$ cat src/rtl/alu_decode_stage.sv
// Decodes RV32I ALU-class instructions into ALU requests behind a valid/ready handshake.
// Define ALU_DECODE_SKID_EN to build a 2-entry skid buffer with a registered in_ready.
module alu_decode_stage (
  input  logic        clk,
  input  logic        rst,
  input  logic        in_valid,
  output logic        in_ready,
  input  logic [31:0] inst,
  input  logic [31:0] pc,
  input  logic [31:0] rs1_data,
  input  logic [31:0] rs2_data,
  output logic        out_valid,
  input  logic        out_ready,
  output logic [31:0] alu_a,
  output logic [31:0] alu_b,
  output logic [2:0]  alu_op,
  output logic        illegal,
  output logic [7:0]  illegal_cnt
);

  localparam logic [2:0] OP_ADD = 3'b000;
  localparam logic [2:0] OP_SUB = 3'b001;
  localparam logic [2:0] OP_AND = 3'b010;
  localparam logic [2:0] OP_OR  = 3'b011;
  localparam logic [2:0] OP_XOR = 3'b100;
  localparam logic [2:0] OP_SLL = 3'b101;
  localparam logic [2:0] OP_SRL = 3'b110;
  localparam logic [2:0] OP_SRA = 3'b111;

  localparam logic [6:0] F7_ZERO = 7'b0000000;
  localparam logic [6:0] F7_ALT  = 7'b0100000;

  logic        w_illegal;
  logic [2:0]  w_op;
  logic [31:0] w_a;
  logic [31:0] w_b;
  logic [67:0] w_dec;
  logic        w_push;
  logic        w_pop;

  logic [67:0] r_out;
  logic        r_outValid;
  logic [7:0]  r_illegalCnt;

  always_comb begin
    w_illegal = 1'b0;
    w_op      = OP_ADD;
    w_a       = rs1_data;
    w_b       = rs2_data;
    unique case (inst[6:0])
      7'b0110011: begin
        unique case ({inst[31:25], inst[14:12]})
          {F7_ZERO, 3'b000}: w_op = OP_ADD;
          {F7_ALT,  3'b000}: w_op = OP_SUB;
          {F7_ZERO, 3'b111}: w_op = OP_AND;
          {F7_ZERO, 3'b110}: w_op = OP_OR;
          {F7_ZERO, 3'b100}: w_op = OP_XOR;
          {F7_ZERO, 3'b001}: w_op = OP_SLL;
          {F7_ZERO, 3'b101}: w_op = OP_SRL;
          {F7_ALT,  3'b101}: w_op = OP_SRA;
          default:           w_illegal = 1'b1;
        endcase
      end
      7'b0010011: begin
        w_b = {{20{inst[31]}}, inst[31:20]};
        unique case (inst[14:12])
          3'b000: w_op = OP_ADD;
          3'b111: w_op = OP_AND;
          3'b110: w_op = OP_OR;
          3'b100: w_op = OP_XOR;
          3'b001: begin
            w_op      = OP_SLL;
            w_b       = {27'b0, inst[24:20]};
            w_illegal = (inst[31:25] != F7_ZERO);
          end
          3'b101: begin
            w_op      = inst[30] ? OP_SRA : OP_SRL;
            w_b       = {27'b0, inst[24:20]};
            w_illegal = (inst[31:25] != F7_ZERO) && (inst[31:25] != F7_ALT);
          end
          default: w_illegal = 1'b1;
        endcase
      end
      7'b0110111: begin
        w_a = 32'b0;
        w_b = {inst[31:12], 12'b0};
      end
      7'b0010111: begin
        w_a = pc;
        w_b = {inst[31:12], 12'b0};
      end
      default: w_illegal = 1'b1;
    endcase
    // Illegal requests carry a zeroed payload so the ALU sees a harmless add 0+0.
    if (w_illegal) begin
      w_op = OP_ADD;
      w_a  = 32'b0;
      w_b  = 32'b0;
    end
  end

  assign w_dec    = {w_illegal, w_op, w_a, w_b};
  assign w_push   = in_valid & in_ready;
  assign w_pop    = r_outValid & out_ready;

  assign out_valid   = r_outValid;
  assign illegal_cnt = r_illegalCnt;
  assign {illegal, alu_op, alu_a, alu_b} = r_out;

  always_ff @(posedge clk) begin
    if (rst) begin
      r_illegalCnt <= 8'h00;
    end else if (w_push && w_illegal && (r_illegalCnt != 8'hFF)) begin
      r_illegalCnt <= r_illegalCnt + 8'h01;
    end
  end

`ifdef ALU_DECODE_SKID_EN
  logic [67:0] r_skid;
  logic        r_skidValid;
  logic        r_inReady;
  logic [1:0]  w_occNext;

  // The skid slot only fills while the output slot is stalled, so it is always the younger entry.
  assign w_occNext = {1'b0, r_outValid} + {1'b0, r_skidValid} + {1'b0, w_push} - {1'b0, w_pop};
  assign in_ready  = r_inReady & ~rst;

  always_ff @(posedge clk) begin
    if (rst) begin
      r_out       <= '0;
      r_outValid  <= 1'b0;
      r_skid      <= '0;
      r_skidValid <= 1'b0;
      r_inReady   <= 1'b1;
    end else begin
      if (!r_outValid || w_pop) begin
        if (r_skidValid) begin
          r_out       <= r_skid;
          r_outValid  <= 1'b1;
          r_skidValid <= w_push;
          if (w_push) begin
            r_skid <= w_dec;
          end
        end else begin
          r_outValid <= w_push;
          if (w_push) begin
            r_out <= w_dec;
          end
        end
      end else if (w_push) begin
        r_skid      <= w_dec;
        r_skidValid <= 1'b1;
      end
      r_inReady <= (w_occNext != 2'd2);
    end
  end
`else
  assign in_ready = ~rst & (~r_outValid | out_ready);

  always_ff @(posedge clk) begin
    if (rst) begin
      r_out      <= '0;
      r_outValid <= 1'b0;
    end else if (w_push) begin
      r_out      <= w_dec;
      r_outValid <= 1'b1;
    end else if (w_pop) begin
      r_outValid <= 1'b0;
    end
  end
`endif

endmodule

$ cat config.mk
export PLATFORM = sky130hd
export DESIGN_NAME = alu_decode_stage
export DESIGN_NICKNAME = d
export VERILOG_FILES = /design/src/rtl/alu_decode_stage.sv
export SDC_FILE = /design/constraint.sdc
export NUM_CORES = 1
export LEC_CHECK = 0
export CAP_MARGIN = 20
export CORE_MARGIN = 8
export CORE_UTILIZATION = 39
export CTS_CLUSTER_SIZE = 16
export DETAILED_ROUTE_END_ITERATION = 10
export PLACE_DENSITY = 0.82
export RECOVER_POWER = 50
export SLEW_MARGIN = 25
export SYNTH_ARGS = -nofsm -noshare
export SYNTH_HDL_FRONTEND = slang
export SYNTH_SLANG_ARGS = --single-unit
$ cat constraint.sdc
create_clock -name clk -period 2.4 [get_ports clk]
set_clock_uncertainty 0.05 [all_clocks]
set_input_delay 0.48 -clock clk [delete_from_list [all_inputs] [get_ports clk]]
set_output_delay 0.48 -clock clk [all_outputs]
set_load 0.005 [all_outputs]
After elaboration in Yosys (flattened, before gate mapping)
Cells that the tools add are included.

word-level totals
  logic and storage cells = 54
  ROM bits = 0
  memory bits (writable) = 0
  memories kept = 0
  register bits = 77
  latch bits = 0

operators by class
  $mul = 0
  shift-type cells = 0
  magnitude comparators = 0
  eq/ne operators = 18
  bitwise gates (word level) = 6
  reductions and logical operators = 11
  muxes and demuxes = 15
  add/subtract/negate cells = 1
  div/mod/pow operators = 0

operators with widths
  operator                                                           number
  32-bit case mux with 2 select lines                                2
  32-bit two-way mux                                                 3
  10-bit by 3-bit == test with 1-bit output (second input constant)  4
  3-bit case mux with 7 select lines                                 1
  10-bit by 9-bit == test with 1-bit output (second input constant)  2
  3-bit case mux with 5 select lines                                 1
  7-bit by 5-bit == test with 1-bit output (second input constant)   2
  7-bit by 6-bit == test with 1-bit output (second input constant)   2
  3-bit == test (second input constant)                              4
  10-bit by 1-bit == test with 1-bit output (second input constant)  1
  10-bit zero test                                                   1
  8-bit by 1-bit adder with 8-bit output (second input constant)     1
  8-bit != test (second input constant)                              1
  8-bit OR reduction                                                 1
  7-bit by 6-bit != test with 1-bit output (second input constant)   1
  7-bit nonzero test                                                 1
  1-bit case mux with 3 select lines                                 2
  3-bit case mux with 2 select lines                                 1
  1-bit two-way mux                                                  4
  2-bit OR reduction                                                 2
  4-bit OR reduction                                                 1
  1-bit bitwise AND                                                  3
  3-bit by 1-bit == test with 1-bit output (second input constant)   1
  1-bit logical AND                                                  3
  5 further kinds                                                    6

Longest topological paths before layout
  word-level depth = 6
  gate-level depth with buffers = 8
  gate-level depth less buffers = 7

Least setup slack after synthesis
No wires, ideal clock.

  kind = input to register
  from = input port inst[12]
  to = register r_out[10]
  slack = 0.257 ns
  arrival time = 2.008 ns
  stages on the path = 8
  buffers on the path = 3
  cell sequence = buf_2 -> xor2_1 -> and3_1 -> a2111oi_4 -> nand2_1 -> buf_2 -> buf_6 -> o31ai_2

between the ends
  cells in the longest elaborated chain, start to end = 5
  elaborated cells on any way between the ends = 23

RTL lines
  item                                                                                              line  source
  start: declaration                                                                                8     input logic [31:0] inst,
  10-bit by 9-bit == test with 1-bit output, or another cell as far along                           52    unique case ({inst[31:25], inst[14:12]})
  8-bit OR reduction (no source line), or another cell as far along                                 --
  1-bit two-way mux, or another cell as far along                                                   52
  1-bit case mux with 3 select lines / 32-bit case mux with 2 select lines (equally long branches)  50    unique case (inst[6:0])
  32-bit two-way mux (*)                                                                            95    if (w_illegal) begin
  end signal: assignment                                                                            165   r_out <= w_dec;
  end: declaration                                                                                  41    logic [67:0] r_out;

Every way passes the cells marked *; elsewhere a longest branch is shown, timed or not.
A chain may end at the register's enable or synchronous reset.

Worst setup path after layout
  from = input port inst[25]
  to = register r_out[31]

between the ends
  cells in the longest elaborated chain, start to end = 5
  elaborated cells on any way between the ends = 16

RTL lines
  item                                                                             line
  10-bit by 9-bit == test with 1-bit output, or another cell as far along          52
  8-bit OR reduction (no source line) / 1-bit logical AND (equally long branches)  --
  1-bit two-way mux / 1-bit case mux with 3 select lines (equally long branches)   52, 66
  1-bit case mux with 3 select lines (*)                                           50
  32-bit two-way mux (*)                                                           95

Marked as above.

==> impl_metrics.json <==
{
  "start_kind": "input port",
  "routabilityCongestion": 0.863,
  "period_share": 0.956,
  "cp_num_buf_inv": 2,
  "antenna_found_initial": 1,
  "nFillCells": 746,
  "post_drt_wl_per_cell_um": 17.7,
  "synth-async-reset-ratio": 0,
  "initial_core_util": 0.402,
  "first_pass_iters": 5,
  "numCtsBuffers": 9,
  "cts_setup_buffers": 0,
  "synth_top_family_by_area": "compound AO/OA/AOI/OAI gates",
  "cts.path.max_buffers": 2,
  "max_freq_ghz": 0.436,
  "vias": 4339,
  "synth-seq-area-share": 0.413,
  "synth_mux_area_frac": 0.0107,
  "slew_headroom": 0.354,
  "cts_tree": "done",
  "synth_edf_count": 0,
  "synth-compound-area-share": 0.286,
  "timing.critical_path.required_ps": 2640,
  "power_density_nw_per_um2": 462,
  "peakVddDrop_v": 0.000240,
  "grt_max_degree": 65,
  "area_delta_synth_final_pct": 71.5,
  "syn_nets": 586,
  "ant_nets": 0,
  "setup_viol": 0,
  "leakagePower_nw": 2.55,
  "worst_skew_pair.late_latency_ps": 350,
  "synthXorXnorAreaFrac": 0.00704,
  "path_max_fanout": 18,
  "final-instance-count-excl-fill": 799,
  "cp_slowest_stage_delay_ps": 460,
  "hpwlAfterDp_mm": 10.8,
  "arrival_ps": 2530,
  "wirelength_mm": 14.2,
  "syn_inst": 453,
  "synth_cell_types": 43,
  "hold_viol": 0,
  "crit_chain": "clkdlybuf4s50_1, nor4_4, a21oi_1, o21ai_1, nand3_1, buf_4, a21oi_1, a21o_1",
  "grt_setup_unrepaired": "false",
  "cts.sinks": 77,
  "core_area_um2": 9280,
  "crit_top_cell": "a21oi_1",
  "grt_pass1_wl_mm": 21.9,
  "num-nets-final": 797,
  "die_h_um": 114,
  "synthAdderAreaFrac": 0.00335,
  "status": "finished clean",
  "drv_slew": 0,
  "synthSimpleGateAreaFrac": 0.226,
  "synth_area_um2": 3730,
  "fp-row-count": 35,
  "die-area_um2": 13000,
  "ys_warn_count": 0,
  "drt_iter0_drc": 330,
  "num_io_pins": 210,
  "hp-class": "reg -> reg",
  "chipWidth_um": 114,
  "drc": 0,
  "avgSynthCellArea_um2": 8.24,
  "crit_slowest_cell": "clkdlybuf4s50_1",
  "htree_levels": 3,
  "path_delay_family": "compound AO/OA/AOI/OAI gates",
  "ys.flop_type": "dfxtp_1",
  "clk_pin_slew_ps": 80,
  "numPortBuffers": 204,
  "endpoint_kind": "flop",
  "critical_path_class": "in -> reg",
  "placedCellCount": 782,
  "avgViaCountPerCell": 5.43,
  "power_mw": 2.96,
  "ys_ff_latch": 77,
  "overflow": 0,
  "tightest_slew_ps": 967,
  "cap_violations": 0,
  "grt_pass1_vias": 4361,
  "grt_util_all_layers": 0.209,
  "cts-root-buf": "clkbuf_8",
  "min_period_ps": 2290,
  "drive_gt1_frac": 0.115
}
[cell usage after synthesis (2+ instances only)]
library cell / instances / area (um^2)
a32o_1: 3 / 30.0
a22oi_1: 6 / 45.0
o31ai_2: 10 / 125
xnor2_1: 2 / 17.5
nand3_1: 28 / 140
o21ai_0: 35 / 175
clkbuf_1: 39 / 146
nand3b_1: 5 / 37.5
nor3_1: 3 / 15.0
or3_1: 2 / 12.5
o21ai_1: 11 / 55.1
nor2_1: 13 / 48.8
nand2_1: 56 / 210
a221oi_1: 19 / 166
and3_1: 3 / 18.8
dfxtp_1: 77 / 1540
nor2b_1: 2 / 12.5
a211oi_1: 3 / 22.5
and2_1: 2 / 12.5
mux2i_1: 4 / 40.0
nor3b_1: 33 / 248
a21o_1: 3 / 22.5
a21oi_1: 51 / 255
o31ai_1: 15 / 113
buf_2: 5 / 25.0
nand2b_1: 3 / 18.8
inv_1: 4 / 15.0
[state kept, by name (all words and copies together) (netlist names)]
name,cells
out_valid,1
r_out,68
illegal_cnt,8
[timing repair]
item / 4_1_cts / 5_1_grt
hold endpoints to repair: 0 / 0
endpoints found under the setup margin: 0 / 12
gates resized for setup: 0 / 2
hold buffers: 0 / 0
[where the power goes]
| group | internal, mW | switching [mW] |
|---|---|---|
| sequential | 1.29 | 0.00575 |
| clock | 0.717 | 0.499 |
| combinational | 0.278 | 0.171 |
[stage by stage]
step / TNS [ps] / hold WS (ps) / instance area [um^2] / utilization / worst slack (ps)
6_report: 0 / 398 / 6400 / 0.689 / 106
5_1_grt: 0 / 429 / 6400 / 0.689 / 8.28
4_1_cts: 0 / 406 / 6390 / 0.688 / 76.6
3_5_place_dp: -15520 / 391 / 6140 / 0.662 / -275
3_3_place_gp: -13650 / 384 / 6140 / 0.662 / -233
2_1_floorplan: 0 / 394 / 3730 / - / 257
[layout by cell type, fill, tap and decap left out, types with 4 or more instances in the layout]
master / n
clkdlybuf4s50_1: 127
dfxtp_1: 77
dlygate4sd3_1: 76
nand2_1: 53
a21oi_1: 50
o21ai_0: 35
buf_4: 35
nor3b_1: 33
nand3_1: 28
a221oi_1: 19
o31ai_1: 15
nor2_1: 12
o21ai_1: 11
o31ai_2: 10
clkbuf_8: 10
a22oi_1: 6
buf_12: 6
nand3b_1: 5
nand2_2: 4
inv_1: 4
mux2i_1: 4
[per-layer routing]
metal	global-route usage	routed length, um	vias to the layer above
met5	0	0	-
met4	0.0852	308	0
met3	0.0750	1280	27
met2	0.365	6980	207
met1	0.225	5620	2012
li1	-	-	2093
[worst reg2reg max path, cell delays in order, from the launching register on]
cell and delay (ps):
dfxtp_1 400, ha_1 200, nand2_1 100, or3_1 390, o21ai_0 330, a21oi_2 140, nand4_1 150, mux2i_1 190
[layout make-up]
type                       count  area (um^2)  share of cell area
inverter                       4         15.0             0.00235
tap                          129          161              0.0252
clock inverter                 6          110              0.0172
clock buffer                  10          138              0.0215
antenna                        1         2.50            0.000391
multi-input combinational    327         2010               0.314
sequential                    77         1540               0.241
timing repair buffer         245         2420               0.378
[cells by family (layout without fill, tap and decap cells)]
logic type / Yosys count / after routing
flops: 77 / 77
mux: 4 / 4
xor+xnor: 3 / 3
fa+ha+maj: 1 / 1
buf+inv: 49 / 265
other cells: 0 / 1
compound gates: 161 / 161
simple gates: 158 / 158
[final timing paths]
path             startpoint        endpoint  slack [ps]  cells after the start
max                inst[25]       r_out[31]         110                      8
min               r_out[55]       r_out[55]         400                      2
max reg2reg  illegal_cnt[0]  illegal_cnt[4]         390                      7
min reg2reg       r_out[55]       r_out[55]         400                      2
No activity file was read; power rests on OpenSTA's default activity.
